## src/rtl/mips_mem_pkg.sv

```systemverilog
// Shared types and sizing constants for the instruction/data memory port arbiter.
package mips_mem_pkg;

    localparam int ADDR_W_DEF = 16;
    localparam int DATA_W_DEF = 16;
    localparam int TMO_CNT_W  = 4;

    typedef enum logic [1:0] {
        IDLE   = 2'd0,
        BUSY_D = 2'd1,
        BUSY_I = 2'd2,
        DRAIN  = 2'd3
    } arb_state_t;

endpackage

```

## src/rtl/mem_port_arbiter_timeout_cnt.sv

```systemverilog
// Watchdog for a held backend strobe: expire is high during the TIMEOUT-th enabled cycle.
module arb_timeout_cnt
    import mips_mem_pkg::*;
#(
    parameter int TIMEOUT = 15
)(
    input  logic clk,
    input  logic rst,
    input  logic clr,
    input  logic en,
    output logic expire
);

    generate
        if (TIMEOUT == 0) begin : g_off
            assign expire = 1'b0;
        end else begin : g_on
            localparam logic [TMO_CNT_W-1:0] LAST = TMO_CNT_W'(TIMEOUT - 1);
            logic [TMO_CNT_W-1:0] cnt_reg;

            always_ff @(posedge clk) begin
                if (rst || clr) begin
                    cnt_reg <= '0;
                end else if (en) begin
                    cnt_reg <= cnt_reg + 1'b1;
                end
            end

            assign expire = en && (cnt_reg == LAST);
        end
    endgenerate

endmodule

```

## src/rtl/mem_port_arbiter.sv

```systemverilog
// Two-requester (fetch / data) arbiter for one multi-cycle backing memory.
// Optional odd-address trapping is enabled by defining MEM_ALIGN_CHK_EN.
module mem_port_arbiter
    import mips_mem_pkg::*;
#(
    parameter int ADDR_W  = ADDR_W_DEF,
    parameter int DATA_W  = DATA_W_DEF,
    parameter int TIMEOUT = 15
)(
    input  logic              clk,
    input  logic              rst,
    input  logic              if_req,
    input  logic [ADDR_W-1:0] if_addr,
    output logic [DATA_W-1:0] if_rdata,
    output logic              if_done,
    output logic              if_stall,
    input  logic              flush,
    input  logic              dm_rd,
    input  logic              dm_wr,
    input  logic [ADDR_W-1:0] dm_addr,
    input  logic [DATA_W-1:0] dm_wdata,
    output logic [DATA_W-1:0] dm_rdata,
    output logic              dm_done,
    output logic              dm_stall,
    output logic              mem_en,
    output logic              mem_wr,
    output logic [ADDR_W-1:0] mem_addr,
    output logic [DATA_W-1:0] mem_wdata,
    input  logic [DATA_W-1:0] mem_rdata,
    input  logic              mem_done,
    output logic              err
);

    arb_state_t        state_reg, state_next;
    logic              mem_en_reg, mem_en_next;
    logic              mem_wr_reg, mem_wr_next;
    logic [ADDR_W-1:0] mem_addr_reg, mem_addr_next;
    logic [DATA_W-1:0] mem_wdata_reg, mem_wdata_next;
    logic [DATA_W-1:0] if_rdata_reg, if_rdata_next;
    logic [DATA_W-1:0] dm_rdata_reg, dm_rdata_next;
    logic              if_done_reg, if_done_next;
    logic              dm_done_reg, dm_done_next;
    logic              err_reg, err_next;
    logic              expire;
    logic              done_blank;
    logic              dm_misalign;
    logic              if_misalign;

    arb_timeout_cnt #(.TIMEOUT(TIMEOUT)) u_timeout (
        .clk    (clk),
        .rst    (rst),
        .clr    (~mem_en_reg),
        .en     (mem_en_reg),
        .expire (expire)
    );

`ifdef MEM_ALIGN_CHK_EN
    assign dm_misalign = dm_addr[0];
    assign if_misalign = if_addr[0];
`else
    assign dm_misalign = 1'b0;
    assign if_misalign = 1'b0;
`endif

    // Requesters still hold their request during their done cycle; granting then would repeat it.
    assign done_blank = if_done_reg | dm_done_reg;

    always_ff @(posedge clk) begin
        if (rst) begin
            state_reg     <= IDLE;
            mem_en_reg    <= 1'b0;
            mem_wr_reg    <= 1'b0;
            mem_addr_reg  <= '0;
            mem_wdata_reg <= '0;
            if_rdata_reg  <= '0;
            dm_rdata_reg  <= '0;
            if_done_reg   <= 1'b0;
            dm_done_reg   <= 1'b0;
            err_reg       <= 1'b0;
        end else begin
            state_reg     <= state_next;
            mem_en_reg    <= mem_en_next;
            mem_wr_reg    <= mem_wr_next;
            mem_addr_reg  <= mem_addr_next;
            mem_wdata_reg <= mem_wdata_next;
            if_rdata_reg  <= if_rdata_next;
            dm_rdata_reg  <= dm_rdata_next;
            if_done_reg   <= if_done_next;
            dm_done_reg   <= dm_done_next;
            err_reg       <= err_next;
        end
    end

    always_comb begin
        state_next     = state_reg;
        mem_en_next    = mem_en_reg;
        mem_wr_next    = mem_wr_reg;
        mem_addr_next  = mem_addr_reg;
        mem_wdata_next = mem_wdata_reg;
        if_rdata_next  = if_rdata_reg;
        dm_rdata_next  = dm_rdata_reg;
        if_done_next   = 1'b0;
        dm_done_next   = 1'b0;
        err_next       = err_reg;

        case (state_reg)
            IDLE: begin
                if (mem_done) begin
                    err_next = 1'b1;
                end
                if (!done_blank) begin
                    if (dm_rd && dm_wr) begin
                        err_next     = 1'b1;
                        dm_done_next = 1'b1;
                    end else if (dm_rd || dm_wr) begin
                        if (dm_misalign) begin
                            err_next      = 1'b1;
                            dm_done_next  = 1'b1;
                            dm_rdata_next = '0;
                        end else begin
                            mem_en_next    = 1'b1;
                            mem_wr_next    = dm_wr;
                            mem_addr_next  = dm_addr;
                            mem_wdata_next = dm_wdata;
                            state_next     = BUSY_D;
                        end
                    end else if (if_req && !flush) begin
                        if (if_misalign) begin
                            err_next      = 1'b1;
                            if_done_next  = 1'b1;
                            if_rdata_next = '0;
                        end else begin
                            mem_en_next   = 1'b1;
                            mem_wr_next   = 1'b0;
                            mem_addr_next = if_addr;
                            state_next    = BUSY_I;
                        end
                    end
                end
            end

            BUSY_D: begin
                if (mem_done) begin
                    if (!mem_wr_reg) begin
                        dm_rdata_next = mem_rdata;
                    end
                    dm_done_next = 1'b1;
                    mem_en_next  = 1'b0;
                    state_next   = IDLE;
                end else if (expire) begin
                    err_next      = 1'b1;
                    dm_done_next  = 1'b1;
                    dm_rdata_next = '0;
                    mem_en_next   = 1'b0;
                    state_next    = IDLE;
                end
            end

            BUSY_I: begin
                // A flush coinciding with completion still discards the fetched word.
                if (mem_done) begin
                    if (!flush) begin
                        if_rdata_next = mem_rdata;
                        if_done_next  = 1'b1;
                    end
                    mem_en_next = 1'b0;
                    state_next  = IDLE;
                end else if (expire) begin
                    err_next    = 1'b1;
                    mem_en_next = 1'b0;
                    state_next  = IDLE;
                    if (!flush) begin
                        if_rdata_next = '0;
                        if_done_next  = 1'b1;
                    end
                end else if (flush) begin
                    state_next = DRAIN;
                end
            end

            DRAIN: begin
                if (mem_done || expire) begin
                    err_next    = err_reg | (expire & ~mem_done);
                    mem_en_next = 1'b0;
                    state_next  = IDLE;
                end
            end

            default: begin
                state_next  = IDLE;
                mem_en_next = 1'b0;
            end
        endcase
    end

    assign if_rdata  = if_rdata_reg;
    assign if_done   = if_done_reg;
    assign dm_rdata  = dm_rdata_reg;
    assign dm_done   = dm_done_reg;
    assign mem_en    = mem_en_reg;
    assign mem_wr    = mem_wr_reg;
    assign mem_addr  = mem_addr_reg;
    assign mem_wdata = mem_wdata_reg;
    assign err       = err_reg;

    assign dm_stall = (dm_rd | dm_wr) & ~dm_done_reg;
    assign if_stall = (if_req & ~if_done_reg) | dm_stall;

endmodule

```

## config.mk

```make
export PLATFORM = sky130hd
export DESIGN_NAME = mem_port_arbiter
export DESIGN_NICKNAME = d
export VERILOG_FILES = /design/src/rtl/mips_mem_pkg.sv /design/src/rtl/mem_port_arbiter_timeout_cnt.sv /design/src/rtl/mem_port_arbiter.sv
export SDC_FILE = /design/constraint.sdc
export NUM_CORES = 1
export LEC_CHECK = 0
export ABC_CLOCK_PERIOD_IN_PS = 4059
export CAP_MARGIN = 25
export CORE_MARGIN = 2
export CORE_UTILIZATION = 45
export DETAILED_ROUTE_END_ITERATION = 16
export HOLD_SLACK_MARGIN = 0.1
export PLACE_DENSITY = 0.86
export SETUP_SLACK_MARGIN = 0.02
export SLEW_MARGIN = 40
export SYNTH_ARGS = -nofsm -noshare
export SYNTH_HDL_FRONTEND = slang
export SYNTH_SLANG_ARGS = --single-unit
```

## constraint.sdc

```tcl
create_clock -name clk -period 4.06 [get_ports clk]
set_clock_uncertainty 0.1 [all_clocks]
set_input_delay 0.812 -clock clk [delete_from_list [all_inputs] [get_ports clk]]
set_output_delay 0.812 -clock clk [all_outputs]
set_load 0.02 [all_outputs]
```

# After elaboration in Yosys (flattened, before gate mapping)
# Cells that the tools add are included.
# totals
ff_bits,75
# classes
n_eq_ne,16
n_mux,45
reduce_logical,19
add_sub_neg,1
bitwise,14
# op_table
op,n
16-bit 2-to-1 mux,9
1-bit 2-to-1 mux,22
2-bit 2-to-1 mux,10
"2-bit != test, second input constant",7
4-bit AND reduction,3
2-bit one-hot mux with 4 select lines,1
1-bit NOT,7
"3-bit != test, second input constant",2
1-bit one-hot mux with 3 select lines,2
3-bit AND reduction,2
6-bit AND reduction,1
5-bit AND reduction,1
"4-bit by 1-bit adder with 4-bit output, second input constant",1
"2-bit equality test, second input constant",2
"4-bit equality test, second input constant",1
"4-bit != test, second input constant",1
1-bit bitwise OR,4
2-bit nonzero test,2
2-bit OR reduction,2
1-bit bitwise AND,3
1-bit logical AND,3
1-bit logical OR,3
"3-bit by 1-bit != test with 1-bit output, second input constant",1
"2-bit by 1-bit equality test with 1-bit output, second input constant",1
other kinds (4),4

# Logic depth before layout (Yosys ltp)
# logic_depth
word_depth,7
ltp_mapped,8
ltp_nobuf,6

# Modules after synthesis
# Synthesis repeated with hierarchy kept, for this count alone.
# hier_totals
hier_cells,352
area_unflattened_um2,3159.3
# by_module_without_submodules
module,area_per_inst_um2,n_inst,cells_per_inst,seq_area_each_um2
mem_port_arbiter,2959.1,1,333,1421.4
arb_timeout_cnt,200.2,1,19,80.1

# Worst setup path after synthesis
# No wires, ideal clock.
# synth_timing
path_kind,input to output
from,input port dm_wr
to,output port if_stall
required_time_ps,3148
cell_stages,4
setup_slack_ps,1357
n_path_buf,2
t_arrival_ps,1791
cell_sequence,buf_6 nor2_1 clkbuf_1 o22ai_1
# synth_between
elab_chain_len,3
# synth_rtl
item,line_no,text
"start, declared",mem_port_arbiter.sv:19,"input logic dm_wr,"
1-bit bitwise OR,mem_port_arbiter.sv:206,assign dm_stall = (dm_rd | dm_wr) & ~dm_done_reg;
1-bit bitwise AND,mem_port_arbiter.sv:206,
1-bit bitwise OR,mem_port_arbiter.sv:207,assign if_stall = (if_req & ~if_done_reg) | dm_stall;
"end, declared",mem_port_arbiter.sv:16,"output logic if_stall,"
# No other way between the ends.

# Worst setup path after layout
# Same ends and word-level chain as after synthesis.

==> impl_results.md <==
- Status: finished, final reports clean
- CP Capture Type: output pin
- Sequential area share after synthesis: 47.9%
- HP Start: dm_rdata[8]
- Average cell area after synthesis: 9.17 sq um
- Max Cap Viol: 0
- Total Routing Usage GR: 23.9%
- Post-CTS Hold Fix Bufs: 0
- Reg power frac: 34.8%
- Wirelength per Cell: 16.3 um
- Max FO, Critical Path: 7
- I/O Pins: 142
- Slowest CP cell: clkdlybuf4s50_1
- CTS Buf Count: 9
- Busiest grt layer: met2
- Synth Net Count: 419
- Remaining DRCs: 0
- Crit path top cell by count: clkdlybuf4s50_1
- Root Buffer: clkbuf_8
- Yosys Warn Count: 0
- Worst-Margin Slew: 0.763 ns
- Setup TNS: 0 ns
- Peak supply drop: 339 uV
- Final WS setup: 0.873 ns
- PD cells: 585 mW/mm^2
- RR Startpoint: state_reg[1]
- Buffers on Ports: 141
- Commonest non-fill, non-tap cell in the layout: clkdlybuf4s50_1
- First-pass GRT wire length: 14600 um
- Die X: 87.5 um
- Post-synth cell types: 35
- Post-route ant nets: 0
- Slew Viols, Final: 0
- Filler Cells Inserted: 508
- GRT Residual Overflow: 0
- Slowest stage delay, CP: 0.62 ns
- GR Util met3: 3.98%
- Fmax: 0.314 GHz
- Initial core utilization: 46.4%
- Grt met1 use: 30.1%
- Leak pwr: 0.00181 uW
- Number of detailed-route iterations in the first pass: 4
- Combinational Power Share: 41.7%
- Post-synthesis instance area: 0.00314 sq mm
- Register bit total from synthesis: 75
- Worst skew pair latency: 0.34 ns
- CTS tree: yes
- Initial antenna violation count: 0
- Die height: 87.5 um
- Crit. Startpoint: dm_wr
- Met2 Track Usage GR: 40.4%
- Area growth syn-to-layout: 52.4%
- Clock network power share: 23.6%
- Crit share post-route: 78.5%
- NetSw: 1030 uW
- Site Rows: 30
- Vias per cell: 5.38
- WL final: 9100 um
- Critical path arrival: 2.28 ns
- Vias in the first global route: 3063
- Max-slew headroom: 49.1%
- Nets@finish: 549
- CP Class: in -> out
- Share of cells above drive strength 1: 9.01%
- Post-synthesis cell count: 342
- Sw Share: 36.7%
- Clock Pin Slew Worst Setup and Hold Paths: 0.10 ns
- Max H-tree Level: 3
- Most frequent cells in the layout: 140 x clkdlybuf4s50_1, 75 x dfxtp_1, 60 x nor2_1, 55 x nand2_1, 18 x nand4_1
- Core area: 0.00676 sq mm
- CTS Buffer Depth: 2
- Die footprint: 0.00765 sq mm
- Setup-failing EPs final: 0
- Critical path cell sequence: clkdlybuf4s50_1 > nor2_1 > o22ai_1 > clkdlybuf4s50_1
- RSZ-0062 raised after global routing: no
- Via count: 2996
- Post-CTS Resized: 0
- Fin crit period: 3.19 ns
- DR iter-0 viols: 198
- Post-detail-place hpwl: 6620 um
- Sink Count: 75
- Diodes inserted: 0
- Setup Fix Bufs, Post-CTS: 0
- Startpoint types: input port
- Routability congestion estimate from global placement: 0.851
- Hold Crit Class: reg -> reg
- Pin count of the biggest net entering global routing: 42
- Critical Path RT: 3.15 ns
- Final Hold Vio Count: 0
- Worst slack, placed: 0.875 ns
- Internal power: 1770 uW
layer usage:
metal,up-vias,wire length (um)
met5,-,0
met4,0,269
met3,20,385
met2,93,4650
met1,1411,3800
li1,1472,-
synth_stat cells:
cell | instances | area share, %
o2111a_2 | 1 | 0.40
a211oi_1 | 2 | 0.48
nor2_1 | 60 | 7.2
nand4_1 | 18 | 3.6
o21ba_2 | 1 | 0.32
nor3_1 | 3 | 0.48
xnor2_1 | 1 | 0.28
a311oi_2 | 16 | 7.7
buf_6 | 4 | 1.4
nor2b_1 | 2 | 0.40
a21oi_1 | 17 | 2.7
nand2b_1 | 1 | 0.20
o2bb2ai_1 | 1 | 0.28
o21ai_0 | 1 | 0.16
nand2_1 | 55 | 6.6
o22ai_1 | 1 | 0.20
inv_1 | 5 | 0.60
a221oi_1 | 2 | 0.56
buf_2 | 4 | 0.64
buf_1 | 1 | 0.12
mux2i_1 | 17 | 5.4
nand3_1 | 2 | 0.32
o21bai_1 | 2 | 0.48
dfxtp_1 | 75 | 48
xor2_1 | 2 | 0.56
or2_1 | 1 | 0.20
a41o_1 | 1 | 0.32
or2_2 | 1 | 0.20
clkbuf_1 | 19 | 2.3
ha_1 | 6 | 2.4
o211ai_1 | 1 | 0.24
nand3_2 | 1 | 0.32
a311oi_1 | 1 | 0.28
a32oi_1 | 16 | 4.5
or4bb_1 | 1 | 0.36
stage by stage:
| step | instance area [sq um] | utilization, % | instances | hold WS (ns) | total power, uW |
|---|---|---|---|---|---|
| 2_1_floorplan | 3140 | - | 342 | 0.330 | 1710 |
| 3_3_place_gp | 4550 | 67.3 | 541 | 0.342 | 2100 |
| 3_5_place_dp | 4550 | 67.3 | 541 | 0.346 | 2140 |
| 4_1_cts | 4780 | 70.7 | 557 | 0.360 | 2810 |
| 5_1_grt | 4780 | 70.7 | 557 | 0.390 | 2940 |
| 6_report | 4780 | 70.7 | 557 | 0.359 | 2790 |
worst paths after layout:
check | to | slack, ns | cells after the start
setup reg to reg | mem_addr[3] | 1.82 | 5
hold reg to reg | dm_rdata[8] | 0.36 | 2
hold / removal | dm_rdata[8] | 0.36 | 2
setup / recovery | if_stall | 0.87 | 4
layout make-up:
class                   count  area (sq um)  share of cell area (%)
flip-flops and latches     75          1500                    31.4
clock inverters             7           105                    2.20
clock buffers               9           124                    2.59
multi-input cells         234          1480                    30.9
repair buffers            147          1450                    30.4
well taps                  80           100                    2.09
inverters                   5          18.8                   0.393
cell families after synthesis:
group | count (synthesis) | synth area share (%)
muxes | 17 | 5.43
AOI/OAI and AO/OA | 63 | 18.6
and+or+nand+nor | 145 | 19.8
buffers and inverters | 33 | 5.07
adders and majority gates | 6 | 2.39
xor gates and xnor gates | 3 | 0.838
DFF | 75 | 47.9
critical path: cells and delay by family:
| family | cells | cell delay (ns) |
|---|---|---|
| buffers and inverters | 2 | 1.22 |
| AO/OA/AOI/OAI | 1 | 0.13 |
| AND/OR/NAND/NOR | 1 | 0.12 |
power groups by stage:
stage / combinational, uW / clock [uW] / sequential, uW
floorplan: 564 / 0 / 1140
detailed placement: 1160 / 0 / 987
CTS: 1170 / 669 / 972
global placement: 1120 / 0 / 981
global route: 1250 / 697 / 988
finish: 1160 / 659 / 971
No activity file was read; power rests on OpenSTA's default activity.
